### config.mk
export PLATFORM = sky130hd
export DESIGN_NAME = imu_poll_sched
export DESIGN_NICKNAME = d
export VERILOG_FILES = /design/src/rtl/imu_poll_sched.sv
export SDC_FILE = /design/constraint.sdc
export NUM_CORES = 1
export LEC_CHECK = 0
export CORE_MARGIN = 4
export CORE_UTILIZATION = 40
export DETAILED_ROUTE_END_ITERATION = 12
export PLACE_DENSITY = 0.74
export REMOVE_ABC_BUFFERS = 1
export SLEW_MARGIN = 20
export SYNTH_ARGS = -nofsm -noshare
export SYNTH_HDL_FRONTEND = slang
export SYNTH_SLANG_ARGS = --single-unit
### constraint.sdc
create_clock -name clock -period 5.3 [get_ports clock]
set_input_delay 0.795 -clock clock [delete_from_list [all_inputs] [get_ports clock]]
set_output_delay 0.795 -clock clock [all_outputs]
set_load 0.02 [all_outputs]
### src/rtl/imu_poll_sched.sv
// Periodic poll scheduler for the jb_imu SPI reader: timed starts, timeout/retry/fault, coherent snapshot.
// Optional IMU_POLL_SCHED_OVERRUN_EN adds overrun_count (ticks dropped while a transaction is running).
module imu_poll_sched #(
    parameter int PERIOD_CYCLES  = 250000,
    parameter int TIMEOUT_CYCLES = 50000,
    parameter int MAX_RETRY      = 2
) (
    input  logic           clock,
    input  logic           reset,
    input  logic           enable,
    input  logic           fault_clear,
    output logic           imu_start,
    input  logic           imu_done,
    input  logic [143:0]   imu_data,
    output logic [143:0]   sample,
    output logic           sample_valid,
    output logic [15:0]    sample_count,
    output logic [7:0]     timeout_count,
    output logic           busy,
`ifdef IMU_POLL_SCHED_OVERRUN_EN
    output logic [7:0]     overrun_count,
`endif
    output logic           fault
);
    localparam int PW = $clog2(PERIOD_CYCLES);
    localparam int TW = $clog2(TIMEOUT_CYCLES + 1);
    localparam int RW = $clog2(MAX_RETRY + 2);

    typedef enum logic [2:0] {S_IDLE, S_START, S_WAIT, S_LATCH, S_FAULT} state_t;

    state_t          r_state;
    state_t          w_next;
    logic [PW-1:0]   r_period_cnt;
    logic [TW-1:0]   r_to_cnt;
    logic [RW-1:0]   r_retry;
    logic            r_done_d;
    logic            r_done_rise;
    logic            r_sample_valid;
    logic [143:0]    r_sample;
    logic [15:0]     r_sample_count;
    logic [7:0]      r_timeout_count;
    logic            w_run;
    logic            w_tick;
    logic            w_timeout;
    logic            w_retry_ok;

    assign w_run      = enable && (r_state != S_FAULT);
    assign w_tick     = w_run && (r_period_cnt == PW'(PERIOD_CYCLES - 1));
    // A done edge in the same cycle as the last timeout count takes precedence.
    assign w_timeout  = (r_state == S_WAIT) && !r_done_rise &&
                        (r_to_cnt == TW'(TIMEOUT_CYCLES - 1));
    assign w_retry_ok = (r_retry < RW'(MAX_RETRY));

    always_ff @(posedge clock or negedge reset) begin
        if (!reset) begin
            r_state <= S_IDLE;
        end else begin
            r_state <= w_next;
        end
    end

    always_comb begin
        w_next = r_state;
        case (r_state)
            S_IDLE:  if (w_tick) w_next = S_START;
            S_START: w_next = S_WAIT;
            S_WAIT: begin
                if (r_done_rise)     w_next = S_LATCH;
                else if (w_timeout)  w_next = w_retry_ok ? S_START : S_FAULT;
            end
            S_LATCH: w_next = S_IDLE;
            S_FAULT: if (fault_clear) w_next = S_IDLE;
            default: w_next = S_IDLE;
        endcase
    end

    always_comb begin
        imu_start = (r_state == S_START);
        busy      = (r_state == S_START) || (r_state == S_WAIT) || (r_state == S_LATCH);
        fault     = (r_state == S_FAULT);
    end

    // Timeout count is 0 in START and counts every clock spent in WAIT.
    always_ff @(posedge clock or negedge reset) begin
        if (!reset) begin
            r_period_cnt    <= '0;
            r_to_cnt        <= '0;
            r_retry         <= '0;
            r_done_d        <= 1'b0;
            r_done_rise     <= 1'b0;
            r_timeout_count <= '0;
        end else begin
            if (!w_run || w_tick) r_period_cnt <= '0;
            else                  r_period_cnt <= r_period_cnt + 1'b1;

            r_to_cnt    <= (w_next == S_WAIT) ? r_to_cnt + 1'b1 : '0;
            r_done_d    <= imu_done;
            r_done_rise <= imu_done & ~r_done_d;

            if ((r_state == S_LATCH) || ((r_state == S_FAULT) && fault_clear))
                r_retry <= '0;
            else if (w_timeout && w_retry_ok)
                r_retry <= r_retry + 1'b1;

            if (w_timeout && (r_timeout_count != 8'hFF))
                r_timeout_count <= r_timeout_count + 1'b1;
        end
    end

    // Snapshot, count and strobe update together so the strobe always sees a complete sample.
    always_ff @(posedge clock or negedge reset) begin
        if (!reset) begin
            r_sample       <= '0;
            r_sample_count <= '0;
            r_sample_valid <= 1'b0;
        end else begin
            r_sample_valid <= (r_state == S_LATCH);
            if (r_state == S_LATCH) begin
                r_sample       <= imu_data;
                r_sample_count <= r_sample_count + 1'b1;
            end
        end
    end

`ifdef IMU_POLL_SCHED_OVERRUN_EN
    logic [7:0] r_overrun_count;

    always_ff @(posedge clock or negedge reset) begin
        if (!reset) begin
            r_overrun_count <= '0;
        end else if (w_tick && busy && (r_overrun_count != 8'hFF)) begin
            r_overrun_count <= r_overrun_count + 1'b1;
        end
    end

    assign overrun_count = r_overrun_count;
`endif

    assign sample        = r_sample;
    assign sample_valid  = r_sample_valid;
    assign sample_count  = r_sample_count;
    assign timeout_count = r_timeout_count;
endmodule
==> summary.txt <==
Synth
  • Warning count from the yosys run: 0
  • #FFs+latches synth: 210
  • Mean post-synth cell area: 9.29 µm²
  • Post-synth design cell area: 0.00850 mm²
  • Gate Count Post-Synth: 915
  • Unique masters post-synth: between 40 and 50
  • Sequential fraction of the synthesis area: 61.8%

Floorplanning
  • Die Footprint: 0.0237 mm²
  • Num rows: 53
  • Die outline height: 154 µm
  • DIE WIDTH: 154 µm
  • Number of placed I/O pins: approximately 320
  • Initial standard-cell utilization of the core: between 40% and 50%
  • Core outline area: 0.0210 mm²

Setup path
  • Reg-to-reg critical path startpoint: r_state[2]
  • Critical Path Source: r_state[2]
  • Maximum fanout encountered on the critical timing path: 7
  • Cells traversed along the worst timing path: nor3b_1, clkdlybuf4s50_1
  • WP data required: between 4 and 5 ns
  • Type of element capturing the critical path: primary output
  • Cell with the largest stage delay on the worst path: clkdlybuf4s50_1
  • Classification of the worst setup path: reg2out
  • Worst endpoint data arrival time: 2.13 ns
  • Sort of element at the start of the critical path: flop
  • Max incr delay on CP: 0.72 ns

Timing
  • Post-route minimum period: just under 3 ns
  • Clock skew after layout: 0.00894 ns
  • Max-slew violations: 0
  • Max Fclk: 342 MHz
  • Headroom to the max-slew limit: a little over two fifths
  • Number of hold violations in the final report: 0
  • Period utilisation layout: 55.1%
  • Slew @ Worst Pin: 0.847 ns
  • Setup repair after global routing missed its margin: false
  • Final Setup Violations: 0

Clock tree
  • Deepest clock path buffer count: 3
  • Worst-path clk slew: 0.06 ns
  • Count of H-tree levels built during CTS: 1
  • Total clock buffers created by CTS: 24
  • Clock sink total: 210
  • CTS tree: yes
  • Worst-Skew Late Latency: about 0.5 ns
  • Number of setup buffers added after CTS: 0
  • Post-CTS Hold Fix Bufs: 0
  • Root buffer cell: clkbuf_16
  • Count of instances resized after the clock tree is built: 0

Power
  • Worst IR drop on VDD: 0.429 mV
  • Design Power: 6.92 mW
  • Power per unit of standard cell area: 544 mW/mm²
  • Static Leakage: 5.92 nW

Cells and area
  • N_diodes: 0
  • Commonest non-fill, non-tap cell in the layout: nand2_1
  • Count of filler cells inserted in the layout: approximately 1,800
  • Most frequent cells in the layout: nand2_1 (460), clkdlybuf4s50_1 (319), dfrtp_1 (210)
  • Fraction of final layout cells sized beyond drive strength 1: 3.79%
  • Number of nets in the final layout: 1,377
  • Final Core Density: 60.7%
  • Area Overhead vs Synth: 49.5%
  • Final Instance Count excl. Fillers: 1,516

Run
  • Number of max-cap violations: 0

Place
  • Cell count after placement: 1,473
  • IO buf count: 320
  • Weighted congestion at the end of routability-driven global placement: approximately 0.81
  • Half-perimeter wire length after placement: 16,100 µm

Routing
  • Total Wirelength: 23,100 µm
  • Average wire per cell in the routed design: 15.2 µm
  • DRC viols: 0
  • Vias after detailed routing: approximately 7,100
  • Router iterations before antenna repair: 6
  • Remaining antenna violation count after routing: 0
  • Number of violations reported at the end of detailed-routing iteration 0: 367
  • Average via count per standard cell: 4.71

Global route
  • Aggregate global routing overflow: 0
  • Pin count of the biggest net entering global routing: 150
  • Antenna violations before repair: 1
  • Global-route wire length before repair: 37,400 µm
  • Via count of the first global-routing pass: 7,327
  • GR Util All Layers: 19.1%

Status
  • Outcome: finished clean

Worst hold path
  • Classification of the worst-slack hold path: in2async
==> layer usage <==
metal / up-vias / wire length [µm] / GRT usage [%]
met1: 3342 / 9280 / 23.6
met4: 2 / 718 / 5.97
met2: 234 / 11100 / 31.8
met3: 48 / 2000 / 6.70
met5: - / 13 / 0
li1: 3520 / - / -
==> path summary, 6_finish.rpt <==
| path | to | slack, ns | depth (start not counted) |
|---|---|---|---|
| max | imu_start | 2.38 | 2 |
| min in group clock | r_done_rise | 0.41 | 1 |
| min | r_period_cnt[15] | 0.36 | 1 |
| max reg2reg | sample[78] | 2.86 | 5 |
| max in group asynchronous | sample[56] | 3.87 | 2 |
| min reg2reg | r_done_rise | 0.41 | 1 |
==> Yosys cell counts, drive strengths merged <==
cell type  count  area [µm²]
nor2b          1        6.26
or4            4        33.8
o31ai          4        48.8
nor3b          3        22.5
buf            8        37.5
nor3          23         115
nor4bb         1        10.0
o2bb2ai        1        8.76
or2            1        6.26
nand4         16         100
and4           5        45.0
o21ai          5        25.0
and2           1        6.26
nor4b          1        8.76
o211ai         1        12.5
inv           11        41.3
nand4bb        1        11.3
dfrtp        210        5260
a21o           1        7.51
nand2b         2        12.5
or3b           1        8.76
nand3         18        90.1
xor2          19         166
nand2        460        1730
clkbuf        32         120
or3            5        31.3
and3           6        37.5
nand3b         2        15.0
nor2          21        78.8
mux2           2        22.5
xnor2         27         236
ha             4        50.1
nor4          11        68.8
a21oi          7        35.0
==> worst max-delay path: cells and delay by family (launching register included) <==
family / cells / cell delay, ns
AND/OR/NAND/NOR: 1 / 0.47
buffers and inverters: 1 / 0.72
flip-flops: 1 / 0.43
==> layout make-up <==
cell class	count	area (µm²)	share of cell area, %
Clock buffer	41	746	5.87
Timing Repair Buffer	323	3250	25.6
Tap cell	275	344	2.71
Sequential cell	210	5260	41.3
Inverter	11	43.8	0.344
Multi-Input combinational cell	654	3060	24.0
Clock inverter	2	13.8	0.108
==> flip-flops by register name (all words and copies together) (netlist names) <==
signal / flops
r_to_cnt: 16
sample: 144
r_state: 3
r_done_d: 1
sample_count: 16
r_period_cnt: 18
timeout_count: 8
r_done_rise: 1
r_retry: 2
sample_valid: 1
==> report_power, final <==
group | internal, mW | switching [mW] | leakage, nW
clock | 0.950 | 0.616 | 0.371
sequential | 2.19 | 0.320 | 2.63
combinational | 1.31 | 1.53 | 2.91
total | 4.45 | 2.47 | 5.92
==> kinds of logic (layout without fill, tap and decap cells) <==
group	Yosys count	count (layout)	synth area share, %
AOI/OAI and AO/OA	19	19	1.62
and+or+nand+nor	583	583	28.6
xor gates and xnor gates	46	46	4.74
DFF	210	210	61.8
adders and majority gates	4	4	0.589
buffers and inverters	51	377	2.34
muxes	2	2	0.265
==> metrics by stage <==
stage | setup slack, ns | cell area (µm²) | setup TNS, ns | hold WS [ns]
after floorplan | -1.91 | 8340 | -214.97 | 0.378
after global placement | 2.69 | 11900 | 0 | 0.399
after detailed placement | 2.63 | 11900 | 0 | 0.397
after CTS | 2.46 | 12700 | 0 | 0.392
after global routing | 2.29 | 12700 | 0 | 0.413
final | 2.38 | 12700 | 0 | 0.357
Power figures use the tool's default switching activity.
